$ cat src/rtl/mont_pkg.sv
// Shared constants and types for the Montgomery multiplier output path.
// The redundant product has 2*NUM_ELEMENTS+1 limbs. Each limb is BIT_LEN wide,
// and limb i sits at weight 2^(WORD_LEN*i).
package mont_pkg;
  localparam int NUM_ELEMENTS = 17;
  localparam int BIT_LEN      = 17;
  localparam int WORD_LEN     = 16;
  localparam int NUM_LIMBS    = 2*NUM_ELEMENTS+1;
  localparam int CARRY_W      = BIT_LEN-WORD_LEN+1;
  localparam int IDX_W        = $clog2(NUM_LIMBS);

  typedef logic [BIT_LEN-1:0]  limb_t;
  typedef logic [WORD_LEN-1:0] digit_t;
  typedef logic [CARRY_W-1:0]  carry_t;

  typedef enum logic [1:0] {IDLE, RUN, DONE} norm_state_e;
endpackage

$ cat src/rtl/redundant_product_normalizer_limb_carry_step.sv
// One carry-resolution step, purely combinational: limb + carry_in -> canonical
// digit plus carry out. It is reused by the later reduction stage.
module limb_carry_step #(
  parameter int BIT_LEN  = 17,
  parameter int WORD_LEN = 16,
  localparam int CARRY_W = BIT_LEN-WORD_LEN+1,
  localparam int SUM_W   = BIT_LEN+1
) (
  input  logic [BIT_LEN-1:0]  limb_i,
  input  logic [CARRY_W-1:0]  carry_i,
  output logic [WORD_LEN-1:0] digit_o,
  output logic [CARRY_W-1:0]  carry_o
);
  logic [SUM_W-1:0] sum;

  // The sum is one bit wider than a limb. Its upper bits become the next carry.
  assign sum     = {1'b0, limb_i} + SUM_W'(carry_i);
  assign digit_o = sum[WORD_LEN-1:0];
  assign carry_o = sum[SUM_W-1:WORD_LEN];
endmodule

$ cat src/rtl/redundant_product_normalizer.sv
// redundant_product_normalizer: this block turns the redundant-form multiplier
// product into a packed canonical binary product. It resolves one limb per
// cycle and hands the result downstream over a valid/ready handshake.
// Optional feature macro: NORM_OVERFLOW_CHECK_EN. When it is defined, a nonzero
// final carry raises out_overflow. When it is undefined, out_overflow stays 0.
module redundant_product_normalizer
  import mont_pkg::*;
(
  input  logic                          clk,
  input  logic                          rst_n,
  input  logic                          in_valid,
  output logic                          in_ready,
  input  logic [BIT_LEN-1:0]            in_limbs [NUM_LIMBS],
  output logic                          out_valid,
  input  logic                          out_ready,
  output logic [WORD_LEN*NUM_LIMBS-1:0] out_result,
  output logic                          out_overflow,
  output logic                          busy
);
`ifdef NORM_OVERFLOW_CHECK_EN
  localparam logic OVF_EN = 1'b1;
`else
  // The final-carry compare stays in place. Only the flag is masked.
  localparam logic OVF_EN = 1'b0;
`endif

  localparam logic [IDX_W-1:0] LAST_IDX = IDX_W'(NUM_LIMBS-1);

  norm_state_e                   state_q, state_d;
  logic [IDX_W-1:0]              idx_q, idx_d;
  carry_t                        carry_q, carry_d;
  limb_t                         limbs_q [NUM_LIMBS];
  limb_t                         limbs_d [NUM_LIMBS];
  logic [WORD_LEN*NUM_LIMBS-1:0] result_q, result_d;
  logic                          in_ready_q, in_ready_d;
  logic                          out_valid_q, out_valid_d;
  logic                          busy_q, busy_d;
  logic                          overflow_q, overflow_d;

  digit_t step_digit;
  carry_t step_carry;

  limb_carry_step #(.BIT_LEN(BIT_LEN), .WORD_LEN(WORD_LEN)) u_step (
    .limb_i  (limbs_q[idx_q]),
    .carry_i (carry_q),
    .digit_o (step_digit),
    .carry_o (step_carry)
  );

  // Next-state logic: accept in IDLE, resolve one limb per RUN cycle, hold in DONE.
  always_comb begin
    state_d    = state_q;
    idx_d      = idx_q;
    carry_d    = carry_q;
    limbs_d    = limbs_q;
    result_d   = result_q;
    overflow_d = overflow_q;
    case (state_q)
      IDLE: begin
        if (in_valid) begin
          limbs_d    = in_limbs;
          idx_d      = '0;
          carry_d    = '0;
          result_d   = '0;
          overflow_d = 1'b0;
          state_d    = RUN;
        end
      end
      RUN: begin
        result_d[idx_q*WORD_LEN +: WORD_LEN] = step_digit;
        carry_d = step_carry;
        idx_d   = idx_q + 1'b1;
        if (idx_q == LAST_IDX) begin
          overflow_d = OVF_EN & (step_carry != '0);
          state_d    = DONE;
        end
      end
      DONE: begin
        if (out_ready) state_d = IDLE;
      end
      default: state_d = IDLE;
    endcase
    // Handshake outputs are decoded from the next state, so they are registered.
    in_ready_d  = (state_d == IDLE);
    busy_d      = (state_d == RUN);
    out_valid_d = (state_d == DONE);
  end

  // All FSM state, datapath registers and registered outputs.
  always_ff @(posedge clk or negedge rst_n) begin
    if (!rst_n) begin
      state_q     <= IDLE;
      idx_q       <= '0;
      carry_q     <= '0;
      limbs_q     <= '{default: '0};
      result_q    <= '0;
      in_ready_q  <= 1'b1;
      out_valid_q <= 1'b0;
      busy_q      <= 1'b0;
      overflow_q  <= 1'b0;
    end else begin
      state_q     <= state_d;
      idx_q       <= idx_d;
      carry_q     <= carry_d;
      limbs_q     <= limbs_d;
      result_q    <= result_d;
      in_ready_q  <= in_ready_d;
      out_valid_q <= out_valid_d;
      busy_q      <= busy_d;
      overflow_q  <= overflow_d;
    end
  end

  assign in_ready     = in_ready_q;
  assign out_valid    = out_valid_q;
  assign busy         = busy_q;
  assign out_result   = result_q;
  assign out_overflow = overflow_q;
endmodule

$ cat config.mk
export PLATFORM = sky130hd
export DESIGN_NAME = redundant_product_normalizer
export DESIGN_NICKNAME = d
export VERILOG_FILES = /design/src/rtl/mont_pkg.sv /design/src/rtl/redundant_product_normalizer_limb_carry_step.sv /design/src/rtl/redundant_product_normalizer.sv
export SDC_FILE = /design/constraint.sdc
export NUM_CORES = 2
export LEC_CHECK = 0
export CAP_MARGIN = 20
export CELL_PAD_IN_SITES_DETAIL_PLACEMENT = 2
export CELL_PAD_IN_SITES_GLOBAL_PLACEMENT = 2
export CORE_AREA = 4 4 453 455
export CTS_CLUSTER_DIAMETER = 120
export CTS_CLUSTER_SIZE = 8
export DETAILED_ROUTE_END_ITERATION = 7
export DIE_AREA = 0 0 457 459
export PLACE_DENSITY = 0.73
export SLEW_MARGIN = 20
export SYNTH_ARGS = -nofsm -noshare
export SYNTH_HDL_FRONTEND = slang
export SYNTH_SLANG_ARGS = --single-unit
$ cat constraint.sdc
create_clock -name clk -period 5.5 [get_ports clk]
set_clock_uncertainty 0.2 [all_clocks]
set_input_delay 1.1 -clock clk [delete_from_list [all_inputs] [get_ports clk]]
set_output_delay 1.1 -clock clk [all_outputs]
set_load 0.1 [all_outputs]
==> results.toml <==
[global_routing]
grt_pass1_wl_um = 342000
grt_pass1_vias = 42781
antenna_found_initial = 100
track_usage = 0.230
grt_max_degree = 153
overflow = 0

[clock_network]
hold_buffers = 0
clk_latency_ns = 0.82
numCtsBuffers = 167
cts_tree = "done"
cts_max_level = 4
cts_num_sinks = 1168
cts_root_buf = "clkbuf_16"
cts_buffer_depth = 3
clkTransAtPathRegs_ns = 0.06

[place]
place_area_sq_mm = 0.0644
place_ws_ns = -0.313
dp_hpwl_um = 183000
gp_congestion = 0.825
io_buffer_count = 1161

[setup_path]
ff2ff_path_depth = 11
max_stage_delay_ns = 0.73
path_max_fanout = 25
crit_type = "reg -> reg"
startpoint = "idx_q[0]$_DFFE_PN0P_"
cp.required_ns = 5.95
end_kind = "register"
cp_cell_sequence = "inv_2 > mux2i_1 > mux4_2 > o22ai_1 > fa_1 > nand4_1 > nor3_2 > nand3_1 > xnor2_4 > buf_4 > o21ai_0"
cp-start-kind = "register"
slowest_stage = "dfrtp_4"
crit_arrival_ns = 5.58
r2r-end = "out_result[458]$_DFFE_PN0P_"
reg2reg_setup_slack_ns = 0.37
timing.rr.start = "idx_q[0]$_DFFE_PN0P_"

[synth]
synth-async-reset-ratio = 1.00
synth.most_common_cell = "dfrtp_1"
syn_inst = 3873
syn_avg_cell_area_sq_um = 12.7
seq_area_frac_synth = 0.595
synth_area_sq_mm = 0.0491
synth_compound_area_frac = 0.0775
synth_top_family_by_area = "multiplexers"
synth_xor_area_frac = 0.00446
yosys.area.top_type_share = 0.594
synthTopCellsByCount = "1,167 x dfrtp_1, 604 x mux2_2, 593 x nand3_1"
yosys.area_share.simple = 0.0832
yosysTopAreaCell = "dfrtp_1"
synthMuxAreaShare = 0.206
synth-adder-area-share = 0.00193
synth_ff_type = "dfrtp_1"
synth.net_count = 4479
ys_ff_latch = 1168
synth_area_leaders = "dfrtp_1 59%, mux2_2 14%, nand3_1 6.0%"
synth_enable_flop_cells = 0
yosysWarnings = 0
synth_cell_types = 74

[sta]
finalCritPeriodShare = 0.934
fin_ws_ns = 0.365
tns_ns = 0
slew-limit-headroom = 0.174
rsz0062_at_grt = "no"
hold_violations = 0
finalMaxSlewViolations = 0
fmax_ghz = 0.195
setup_viol = 0
min_period_ns = 5.13
worst_pin_slew_ns = 1.23

[outcome]
status = "completed"

[floorplanning]
core_sq_mm = 0.201
io_pins = 1163
die_h_um = 459
die_x_um = 457
rows = 165
dieArea_sq_mm = 0.210
start_util = 0.244

[job]
max_cap_violations = 0

[drt]
viasPerCell = 4.93
drt_first_iter_violations = 2353
wl_per_cell_um = 31.9
num_vias = 38341
drt-total-wl_um = 248000
first_pass_iters = 5
detail_route.drc_violations = 0
drtAntennaViolNets = 0

[final_layout]
syn_to_final_growth_pct = 40.7
fin_area_sq_mm = 0.0692
drive_gt1_frac = 0.225
multi_input_area_sq_mm = 0.0185
fillers = 20887
regArea_sq_mm = 0.0292
fin_nets = 5649

[worst_hold_path]
hold_class = "in -> async"
## stage by stage
stage          cells  hold WS [ns]   util
2_1_floorplan   3873         0.270      -
3_3_place_gp    7540         0.279  0.320
3_5_place_dp    7541         0.291  0.320
4_1_cts         7739       0.00846  0.343
5_1_grt         7766        0.0362  0.343
6_report        7784       0.00622  0.344
## cells in the final DEF, fill, tap and decap left out, drive strengths merged, types with 3 or more instances in the layout
master / count
ha: 6
xor2: 7
nor3b: 3
a211oi: 6
and2: 8
dfrtp: 1167
nor4: 11
clkdlybuf4s50: 1132
a21oi: 17
a311oi: 3
nand3: 594
o31ai: 17
inv: 11
nand4: 10
buf: 210
nor3: 15
clkbuf: 179
clkinv: 10
nand2: 92
mux4: 97
nor2b: 13
mux2: 605
a32o: 4
nand2b: 5
o21bai: 5
or2: 3
nor2: 58
diode: 44
o21ai: 557
xnor2: 12
and3: 3
o211ai: 4
mux2i: 110
o22ai: 19
nand3b: 3
a22o: 6
a31oi: 14
a22oi: 22
## per-layer routing
layer / routed length [um] / global-route usage / part of all wire
met1: 91300 / 0.249 / 0.37
met2: 128000 / 0.413 / 0.52
met3: 15700 / 0.0611 / 0.063
met4: 12700 / 0.115 / 0.051
met5: 462 / 0 / 0.0019
## critical path: cells and delay by family (launching register included)
kind	cells	cell delay (ns)
xor+xnor	1	0.22
buf+inv	2	0.98
compound gates	2	0.62
simple gates	3	0.88
mux	2	0.92
fa+ha+maj	1	0.37
flops	1	0.73
## worst max path at each step
stage / to / slack (ns) / depth (start not counted)
final: out_result[458]$_DFFE_PN0P_ / 0.37 / 11
after global routing: out_result[458]$_DFFE_PN0P_ / 0.1 / 11
after CTS: out_result[402]$_DFFE_PN0P_ / 0.05 / 9
after detailed placement: out_result[350]$_DFFE_PN0P_ / -0.31 / 14
after global placement: out_result[414]$_DFFE_PN0P_ / -0.22 / 11
after floorplan: out_result[107]$_DFFE_PN0P_ / 0.79 / 19
## state kept, by name (all words and copies together) (netlist names)
name        cells
limbs_q       595
out_result    560
idx_q           6
carry_q         2
state_q         2
busy            1
in_ready        1
out_valid       1
## cells by family after synthesis
kind of cell | Yosys count
other | 1
AND/OR/NAND/NOR | 824
buffers and inverters | 348
adder cells (fa/ha/maj) | 7
flip-flops | 1168
XOR/XNOR | 19
AO/OA/AOI/OAI | 694
multiplexers | 812
## repair_timing
action	in CTS	in global routing
setup buffers	4	0
resized for setup	0	0
endpoints found under the setup margin	35	0
endpoints found under the hold margin	0	0
## layout make-up
type | count | area share
clock inverter | 15 | 0.00340
timing repair buffer | 1342 | 0.193
inverter | 7 | 0.000380
sequential | 1168 | 0.423
clock buffer | 179 | 0.0631
tap | 2672 | 0.0483
antenna | 44 | 0.00159
multi-input combinational | 2357 | 0.268
Power is left out: the tool's default activity adds up to more than one toggle a clock period on the data nets, which glitch-free logic cannot reach.
